File: src/rtl/spi_pkg.sv
// Shared definitions for the probe command link SPI responder: frame layout,
// command codes and the receive FSM state type.
package spi_pkg;
  localparam int FRAME_W  = 32;
  localparam int CODE_W   = 6;
  localparam int ADDR_W   = 10;
  localparam int DATA_W   = 16;
  localparam int CODE_LSB = 26;
  localparam int ADDR_LSB = 16;
  localparam int DATA_LSB = 0;

  localparam logic [CODE_W-1:0] CMD_NOP       = 6'd0;
  localparam logic [CODE_W-1:0] CMD_WR_REC    = 6'd4;
  localparam logic [CODE_W-1:0] CMD_AFE_RST   = 6'd7;
  localparam logic [CODE_W-1:0] CMD_AFE_UNRST = 6'd8;
  localparam logic [CODE_W-1:0] CMD_WR_ELEC   = 6'd10;
  localparam logic [CODE_W-1:0] CMD_RD_ELEC   = 6'd11;
  localparam logic [CODE_W-1:0] CMD_RD_ADC    = 6'd19;
  localparam logic [CODE_W-1:0] CMD_WR_CHEM   = 6'd20;
  localparam logic [CODE_W-1:0] CMD_RD_CHEM   = 6'd21;

  typedef enum logic [1:0] {ST_IDLE, ST_SHIFT, ST_DONE} spi_state_e;
endpackage

File: src/rtl/spi_slave_rx_if.sv
// SPI pins plus the command/response side of the responder, bundled for the
// dispatcher (master modport drives the pins and tx_word).
interface spi_slave_rx_if;
  import spi_pkg::*;
  logic               sck;
  logic               cs_n;
  logic               mosi;
  logic               miso;
  logic [FRAME_W-1:0] tx_word;
  logic               tx_ack;
  logic               cmd_valid;
  logic [CODE_W-1:0]  cmd_code;
  logic [ADDR_W-1:0]  cmd_addr;
  logic [DATA_W-1:0]  cmd_data;
  logic               frame_err;

  modport slave (
    input  sck, cs_n, mosi, tx_word,
    output miso, tx_ack, cmd_valid, cmd_code, cmd_addr, cmd_data, frame_err
  );
  modport master (
    output sck, cs_n, mosi, tx_word,
    input  miso, tx_ack, cmd_valid, cmd_code, cmd_addr, cmd_data, frame_err
  );
endinterface

File: src/rtl/spi_sync_edge.sv
// Two-flop synchronizer for one asynchronous pin plus a third flop for
// rise/fall detection against the synchronized value.
module spi_sync_edge #(
  parameter logic RST_VAL = 1'b0
) (
  input  logic clk,
  input  logic rst,
  input  logic din,
  output logic dout,
  output logic rise,
  output logic fall
);
  logic s1, s2, s3;

  always_ff @(posedge clk or posedge rst) begin
    if (rst) begin
      s1 <= RST_VAL;
      s2 <= RST_VAL;
      s3 <= RST_VAL;
    end else begin
      s1 <= din;
      s2 <= s1;
      s3 <= s2;
    end
  end

  assign dout = s2;
  assign rise = s2 & ~s3;
  assign fall = ~s2 & s3;
endmodule

File: src/rtl/spi_slave_rx.sv
// Oversampling SPI responder: receives 32-bit LSB-first command frames and
// shifts a response word out on miso within the same frame.
module spi_slave_rx
  import spi_pkg::*;
#(
  parameter int LEN_SPI      = FRAME_W,
  parameter int SPI_CODE_LEN = CODE_W,
  parameter int SPI_ADDR_LEN = ADDR_W,
  parameter int SPI_DATA_LEN = DATA_W
) (
  input logic           clk_50M,
  input logic           rst,
  spi_slave_rx_if.slave bus
);
  localparam int CNT_W = $clog2(LEN_SPI + 2);

  logic sck_s, sck_rise_unused, sck_fall;
  logic cs_s, cs_rise, cs_fall;
  logic mosi_s, mosi_rise_unused, mosi_fall_unused;

  // cs_n chain resets low so a select still held across reset is not seen as a new frame
  spi_sync_edge #(.RST_VAL(1'b1)) u_sync_sck (
    .clk(clk_50M), .rst(rst), .din(bus.sck),
    .dout(sck_s), .rise(sck_rise_unused), .fall(sck_fall));
  spi_sync_edge #(.RST_VAL(1'b0)) u_sync_cs (
    .clk(clk_50M), .rst(rst), .din(bus.cs_n),
    .dout(cs_s), .rise(cs_rise), .fall(cs_fall));
  spi_sync_edge #(.RST_VAL(1'b0)) u_sync_mosi (
    .clk(clk_50M), .rst(rst), .din(bus.mosi),
    .dout(mosi_s), .rise(mosi_rise_unused), .fall(mosi_fall_unused));

  spi_state_e              state, state_n;
  logic [LEN_SPI-1:0]      shift_rx, shift_rx_n, shift_tx, shift_tx_n;
  logic [CNT_W-1:0]        bit_cnt, bit_cnt_n;
  logic                    pend, pend_n;
  logic                    tx_ack_q, tx_ack_n, valid_q, valid_n, err_q, err_n;
  logic [SPI_CODE_LEN-1:0] code_q, code_n;
  logic [SPI_ADDR_LEN-1:0] addr_q, addr_n;
  logic [SPI_DATA_LEN-1:0] data_q, data_n;

  always_ff @(posedge clk_50M or posedge rst) begin
    if (rst) begin
      state    <= ST_IDLE;
      shift_rx <= '0;
      shift_tx <= '0;
      bit_cnt  <= '0;
      pend     <= 1'b0;
      tx_ack_q <= 1'b0;
      valid_q  <= 1'b0;
      err_q    <= 1'b0;
      code_q   <= '0;
      addr_q   <= '0;
      data_q   <= '0;
    end else begin
      state    <= state_n;
      shift_rx <= shift_rx_n;
      shift_tx <= shift_tx_n;
      bit_cnt  <= bit_cnt_n;
      pend     <= pend_n;
      tx_ack_q <= tx_ack_n;
      valid_q  <= valid_n;
      err_q    <= err_n;
      code_q   <= code_n;
      addr_q   <= addr_n;
      data_q   <= data_n;
    end
  end

  always_comb begin
    state_n    = state;
    shift_rx_n = shift_rx;
    shift_tx_n = shift_tx;
    bit_cnt_n  = bit_cnt;
    pend_n     = pend;
    tx_ack_n   = 1'b0;
    valid_n    = 1'b0;
    err_n      = 1'b0;
    code_n     = code_q;
    addr_n     = addr_q;
    data_n     = data_q;
    case (state)
      ST_IDLE: begin
        if (cs_fall || pend) begin
          shift_tx_n = bus.tx_word;
          shift_rx_n = '0;
          bit_cnt_n  = '0;
          tx_ack_n   = 1'b1;
          pend_n     = 1'b0;
          state_n    = ST_SHIFT;
        end
      end
      ST_SHIFT: begin
        if (cs_rise) begin
          state_n = ST_DONE;
        end else if (sck_fall && !cs_s) begin
          shift_rx_n = {mosi_s, shift_rx[LEN_SPI-1:1]};
          shift_tx_n = shift_tx >> 1;
          if (bit_cnt != CNT_W'(LEN_SPI + 1)) bit_cnt_n = bit_cnt + 1'b1;
        end
      end
      ST_DONE: begin
        state_n = ST_IDLE;
        // a select arriving during the decode cycle starts the next frame from IDLE
        pend_n  = cs_fall;
        if (bit_cnt == CNT_W'(LEN_SPI)) begin
          if (shift_rx[LEN_SPI-1 -: SPI_CODE_LEN] != '0) begin
            code_n  = shift_rx[LEN_SPI-1 -: SPI_CODE_LEN];
            addr_n  = shift_rx[SPI_DATA_LEN +: SPI_ADDR_LEN];
            data_n  = shift_rx[SPI_DATA_LEN-1:0];
            valid_n = 1'b1;
          end
        end else begin
          err_n = 1'b1;
        end
      end
      default: state_n = ST_IDLE;
    endcase
  end

  assign bus.miso      = (state == ST_SHIFT) && shift_tx[0];
  assign bus.tx_ack    = tx_ack_q;
  assign bus.cmd_valid = valid_q;
  assign bus.frame_err = err_q;
  assign bus.cmd_code  = code_q;
  assign bus.cmd_addr  = addr_q;
  assign bus.cmd_data  = data_q;
endmodule

File: src/flat_wrapper.sv
// flat-port wrapper written by rule: the top's interface ports become plain ports
module spi_slave_rx_flat import spi_pkg::*;
#(
  parameter int LEN_SPI      = FRAME_W,
  parameter int SPI_CODE_LEN = CODE_W,
  parameter int SPI_ADDR_LEN = ADDR_W,
  parameter int SPI_DATA_LEN = DATA_W
)
  (clk_50M, rst, bus_sck, bus_cs_n, bus_mosi, bus_tx_word, bus_miso, bus_tx_ack, bus_cmd_valid, bus_cmd_code, bus_cmd_addr, bus_cmd_data, bus_frame_err);
  spi_slave_rx_if bus_i ();
  input logic clk_50M;
  input logic rst;
  input wire logic [$bits(bus_i.sck)-1:0] bus_sck;
  input wire logic [$bits(bus_i.cs_n)-1:0] bus_cs_n;
  input wire logic [$bits(bus_i.mosi)-1:0] bus_mosi;
  input wire logic [$bits(bus_i.tx_word)-1:0] bus_tx_word;
  output wire logic [$bits(bus_i.miso)-1:0] bus_miso;
  output wire logic [$bits(bus_i.tx_ack)-1:0] bus_tx_ack;
  output wire logic [$bits(bus_i.cmd_valid)-1:0] bus_cmd_valid;
  output wire logic [$bits(bus_i.cmd_code)-1:0] bus_cmd_code;
  output wire logic [$bits(bus_i.cmd_addr)-1:0] bus_cmd_addr;
  output wire logic [$bits(bus_i.cmd_data)-1:0] bus_cmd_data;
  output wire logic [$bits(bus_i.frame_err)-1:0] bus_frame_err;
  assign bus_i.sck = bus_sck;
  assign bus_i.cs_n = bus_cs_n;
  assign bus_i.mosi = bus_mosi;
  assign bus_i.tx_word = bus_tx_word;
  assign bus_miso = bus_i.miso;
  assign bus_tx_ack = bus_i.tx_ack;
  assign bus_cmd_valid = bus_i.cmd_valid;
  assign bus_cmd_code = bus_i.cmd_code;
  assign bus_cmd_addr = bus_i.cmd_addr;
  assign bus_cmd_data = bus_i.cmd_data;
  assign bus_frame_err = bus_i.frame_err;
  spi_slave_rx #(.LEN_SPI(LEN_SPI), .SPI_CODE_LEN(SPI_CODE_LEN), .SPI_ADDR_LEN(SPI_ADDR_LEN), .SPI_DATA_LEN(SPI_DATA_LEN)) u_core (.clk_50M(clk_50M), .rst(rst), .bus(bus_i));
endmodule
File: config.mk
export PLATFORM = sky130hd
export DESIGN_NAME = spi_slave_rx_flat
export DESIGN_NICKNAME = d
export VERILOG_FILES = /design/src/rtl/spi_pkg.sv /design/src/rtl/spi_slave_rx_if.sv /design/src/rtl/spi_sync_edge.sv /design/src/rtl/spi_slave_rx.sv /design/src/flat_wrapper.sv
export SDC_FILE = /design/constraint.sdc
export NUM_CORES = 1
export LEC_CHECK = 0
export ABC_AREA = 1
export BUFFER_PORTS_ARGS = -buffer_cell sky130_fd_sc_hd__buf_2
export CORE_ASPECT_RATIO = 1.75
export CORE_MARGIN = 10
export CORE_UTILIZATION = 52
export CTS_CLUSTER_SIZE = 10
export DETAILED_ROUTE_END_ITERATION = 6
export PLACE_DENSITY = 0.8
export SETUP_SLACK_MARGIN = 0.5
export SLEW_MARGIN = 20
export SYNTH_ARGS = -nofsm -noshare
export SYNTH_HDL_FRONTEND = slang
export SYNTH_SLANG_ARGS = --single-unit
File: constraint.sdc
create_clock -name clk_50M -period 11.64 [get_ports clk_50M]
set_input_delay 2.328 -clock clk_50M [delete_from_list [all_inputs] [get_ports clk_50M]]
set_output_delay 2.328 -clock clk_50M [all_outputs]
set_load 0.01 [all_outputs]
After elaboration in Yosys (flattened, before gate mapping) --
Cells that the tools add are included.
Storage, ports and cells: memory bits (read-only) 0, latch bits 0, input port bits 37, output and inout bits 36, memories 0, RAM bits 0, word-level logic and storage cells 73, bits in registers 116
Cells by class: div/mod/pow operators 0, shifts and indexed selects 0, equality and inequality tests 9, mux-type cells 25, $add $sub $neg 1, order comparisons 0, bitwise operators 6, reductions and logical operators 13, multiply operators 0
Operators with widths (count):
- $mux W32 | 6
- $pmux W32 S2 | 2
- $mux W6 | 4
- $pmux W6 S2 | 1
- $mux W1 | 8
- $ne A2 B1 Y1 const B | 4
- $add A6 B1 Y6 const B | 1
- $eq A6 B6 Y1 const B | 1
- $ne A6 B6 Y1 const B | 1
- $reduce_bool A6 Y1 | 1
- $reduce_and A5 Y1 | 1
- $mux W2 | 2
- $pmux W2 S2 | 1
- $reduce_and A2 Y1 | 2
- $reduce_and A4 Y1 | 1
- $reduce_bool A2 Y1 | 2
- $and A1 B1 Y1 | 3
- $not A1 Y1 | 3
- $reduce_and A3 Y1 | 1
- $eq A2 B1 Y1 const B | 1
- $eq A2 B2 Y1 const B | 1
- $logic_and A1 B1 Y1 | 2
- $logic_not A2 Y1 | 1
- $ne A2 B2 Y1 const B | 1
- other kinds (3) | 3

Longest topological paths before layout --
depth in word-level cells 6, mapped depth 10

Cells and area by module --
Synthesis repeated with hierarchy kept, for this count alone.
Second synthesis, totals: cells, all modules 586, area, all modules 5056.1 µm²
Modules (own cells, without submodules):
- spi_slave_rx | instances 1, cells each 562, seq. area each 2702.6 µm², area each 4770.8 µm²
- spi_sync_edge (u_core.u_sync_cs ...) | instances 2, cells each 8, seq. area each 75.1 µm², area each 93.8 µm²
- spi_sync_edge (u_core.u_sync_sck) | instances 1, cells each 8, seq. area each 78.8 µm², area each 97.6 µm²

Least setup slack after synthesis --
OpenSTA, ideal clock, no wires.
path type register -> output, start reg u_core.state[1], end out bus_miso, cell stages (with the launch flop) 6, buffers on the path 2, arrival time 998 ps, required time 9312 ps, slack 8314 ps, cells stage by stage dfrtp_1 inv_1 nand2_1 buf_6 clkbuf_1 nor2_1
On the way: cells in the longest elaborated chain, start to end 2
Ends and longest elaborated chain:
- start, declared | line spi_slave_rx.sv:32 | spi_state_e state, state_n;
- start signal, assigned | line spi_slave_rx.sv:55 | state <= state_n;
- $eq A2 B1 Y1 | line spi_slave_rx.sv:120 | assign bus.miso = (state == ST_SHIFT) && shift_tx[0];
- $logic_and A1 B1 Y1 | line spi_slave_rx.sv:120
- end, declared | line flat_wrapper.sv:17 | output wire logic [$bits(bus_i.miso)-1:0] bus_miso;
No other way between the ends.

Worst setup path after layout --
Same ends and word-level chain as after synthesis.

==> results by group <==
CTS
  – Reg clk slew, reported paths: 50 ps
  – CTS Buffer Depth: 2
  – CTS Buf Count: 17
  – Clock latency at the later pin of the worst-skew pair: 410 ps
  – Root Buffer Master: clkbuf_16
  – CTS tree: yes
  – H-tree depth: 4
  – Post-cts resize count: 0
  – Postcts setup bufs: 0
  – # hold bufs at CTS: 0
  – Clock sinks: 116

Timing
  – Worst hold slack: approximately 360 ps
  – Actual slew at the worst max-slew pin: approximately 1000 ps
  – Tmin final: between 3000 and 4000 ps
  – Fmax: between 200 and 300 MHz
  – Slew headroom: between 30% and 40%
  – Unrepaired setup endpoints after global routing: no
  – # setup viols final: 0
  – Final Max Tran Viols: 0
  – Final period util: between 30% and 40%
  – Endpoints failing hold: 0
  – TNS Setup: 0 ps
  – Clock skew: just under 10 ps

Cells and area
  – Final instance area: 5794 sq um
  – Fillers: around 750
  – Final nets: approximately 660
  – Area delta synth->final: 17.99%
  – Share of post-route cells with drive strength above 1: between 10% and 20%
  – N_diodes: 0

Power
  – Internal power: ~830 uW
  – Sw power: approximately 350 uW
  – Comb power frac: 19.1%
  – Clock power frac: between 30% and 40%
  – Leak pwr: 0.002869 uW
  – Overall Power: roughly 1200 uW
  – Switching Share: roughly 30%
  – Cell Pwr Density: 204.9 nW/um^2
  – Power share of the sequential group: between 40% and 50%
  – Maximum vdd drop: ~150 uV

Min path
  – HP Class: reg -> reg
  – Hold path depth: 0

Yosys
  – Post-synth cell types: 19
  – Netlist Area Pre-Place: 4911 sq um
  – Synth Warn #: 0
  – Synthesized Nets: between 500 and 600
  – Avg Cell Area, Syn: 8.817 sq um
  – Mapped Cells: between 500 and 600
  – Largest cells by area after synthesis: dfrtp_1 (58%), o21ai_0 (12%), nand2_1 (10%)
  – Yosys reg bits: 116
  – Top-area cell type share of the netlist area: 57.58%
  – Fraction of the yosys area taken by sequential cells: 59.18%
  – Synth area leader: dfrtp_1

Place
  – Routability cong.: around 0.75
  – Post-placement cell area: about 5300 sq um
  – Detailed placer's ending HPWL: 6808 microns
  – PortBufs: 72

Floorplan
  – Core ar.: 9151 sq um
  – Die ar.: approximately 14,000 sq um
  – Initial core utilization: between 50 and 60%
  – Die height: between 100 and 150 microns
  – Chip Width: 93.46 microns
  – IO Count: 73
  – Rows: 46

Routing
  – Per-cell routed wire length: between 10 and 15 microns
  – Via density: approximately 5.0
  – DRC violations left: 0
  – Detailed-route wire length: 10,190 microns
  – Vias: roughly 3,800
  – Antenna Violating Nets Remaining: 0
  – Pre-antenna DRT Iters: 4
  – First DRT Iteration DRCs: between 300 and 400

Worst setup path
  – Reg2reg path depth: 8
  – Critical Path RT: 9310 ps
  – Crit end category: primary output
  – Crit path max fanout: 3
  – Crit path launch type: flop
  – Worst EP arrival: ~1200 ps
  – Critical path class: reg -> out

Global route
  – Global-route wire length before repair: roughly 17,000 microns
  – Gr usage total: between 15 and 20%
  – Grt total ovfl: 0
  – Vias in the first global route: between 3,000 and 4,000
  – Initial antenna violation count: 0
  – Largest net degree at the start of global routing: slightly below 80

Job
  – Number of max-cap violations: 0

Status
  – Run status: completed
==> metal layers <==
| metal | share of wire [%] | wire (microns) | track usage (%) | up-vias |
|---|---|---|---|---|
| met5 | 0 | 0 | 0 | - |
| met4 | 1.5 | 149 | 6.202 | 0 |
| met3 | 6.0 | 610 | 6.149 | 12 |
| met2 | 51 | 5164 | 25.59 | 86 |
| met1 | 42 | 4270 | 17.43 | 1811 |
| li1 | - | - | - | 1871 |
==> flip-flops by register name, summed over array words and instances (netlist names), 2 cells and up <==
register / flops
u_core.shift_rx: 32
u_core.shift_tx: 32
u_core.bus.cmd_data: 16
u_core.bus.cmd_addr: 10
u_core.bit_cnt: 6
u_core.bus.cmd_code: 6
u_core.state: 2
==> cells in the final DEF, fill, tap and decap left out, types with 2 or more instances in the layout <==
cell and n:
nand2_1 130, buf_2 72, dfrtp_1 113, inv_2 2, clkbuf_8 5, inv_1 80, clkinv_2 3, nor2_1 18
clkbuf_1 4, dfstp_2 3, clkbuf_16 17, nand3_1 39, o21ai_0 116, o21ai_1 12, xor2_1 2, ha_1 3
buf_4 3
==> stage by stage <==
stage	util, %	instances	setup WS [ps]
global route	63.32	750	8049
finish	63.32	750	8126
floorplan	-	557	6245
CTS	63.23	750	8100
global placement	57.42	720	7956
detailed placement	57.42	720	7922
==> synth_stat cells <==
| cell type | number |
|---|---|
| nor2_1 | 18 |
| clkbuf_1 | 8 |
| nand3_1 | 40 |
| o21ai_1 | 12 |
| inv_1 | 81 |
| buf_2 | 12 |
| inv_2 | 2 |
| buf_4 | 7 |
| dfstp_2 | 3 |
| nand3b_1 | 1 |
| o21ai_4 | 1 |
| o21ai_0 | 116 |
| nand2_1 | 131 |
| dfrtp_1 | 113 |
| nand4_1 | 1 |
| xor2_1 | 2 |
| buf_6 | 5 |
| ha_1 | 3 |
| xnor2_1 | 1 |
==> area by class of cell <==
class / count / area, sq um / area share [%]
Clock buffer: 26 / 509.2 / 8.789
Multi-Input combinational cell: 326 / 1509 / 26.04
Inverter: 83 / 314.1 / 5.420
Sequential cell: 116 / 2907 / 50.16
Tap cell: 120 / 150.1 / 2.591
Timing Repair Buffer: 75 / 382.9 / 6.608
Clock inverter: 4 / 22.52 / 0.3887
==> kinds of logic after synthesis <==
| group | count (synthesis) | synth area share [%] |
|---|---|---|
| adder cells (fa/ha/maj) | 3 | 0.7644 |
| buffers and inverters | 115 | 10.39 |
| AO/OA/AOI/OAI | 129 | 13.38 |
| AND/OR/NAND/NOR | 191 | 15.75 |
| flip-flops | 116 | 59.18 |
| XOR/XNOR | 3 | 0.5351 |
==> path summary, 6_finish.rpt <==
path	to	startpoint	slack (ps)
max in group asynchronous	u_core.bus.cmd_data[13]	rst	8430
worst max register to register	u_core.bit_cnt[5]	u_core.state[1]	8590
worst min register to register	u_core.u_sync_cs.dout	u_core.u_sync_cs.s1	360
min in group asynchronous	u_core.bit_cnt[1]	rst	2050
worst min-delay path	u_core.u_sync_cs.dout	u_core.u_sync_cs.s1	360
worst max-delay path	bus_miso	u_core.state[1]	8130
==> power by group through the flow <==
stage	Combinational [uW]	Clock (uW)	Sequential, uW
floorplan	188	0	500
global placement	216	0	504
detailed placement	225	0	508
CTS	228	467	502
global route	272	486	509
finish	227	459	501
==> worst max-delay path: stages (launching register included) <==
cell	delay (ps)
dfrtp_1	370
inv_1	100
nand2_2	70
nor2_1	100
buf_2	150
Note: power is estimated with default switching activity, not from simulation.
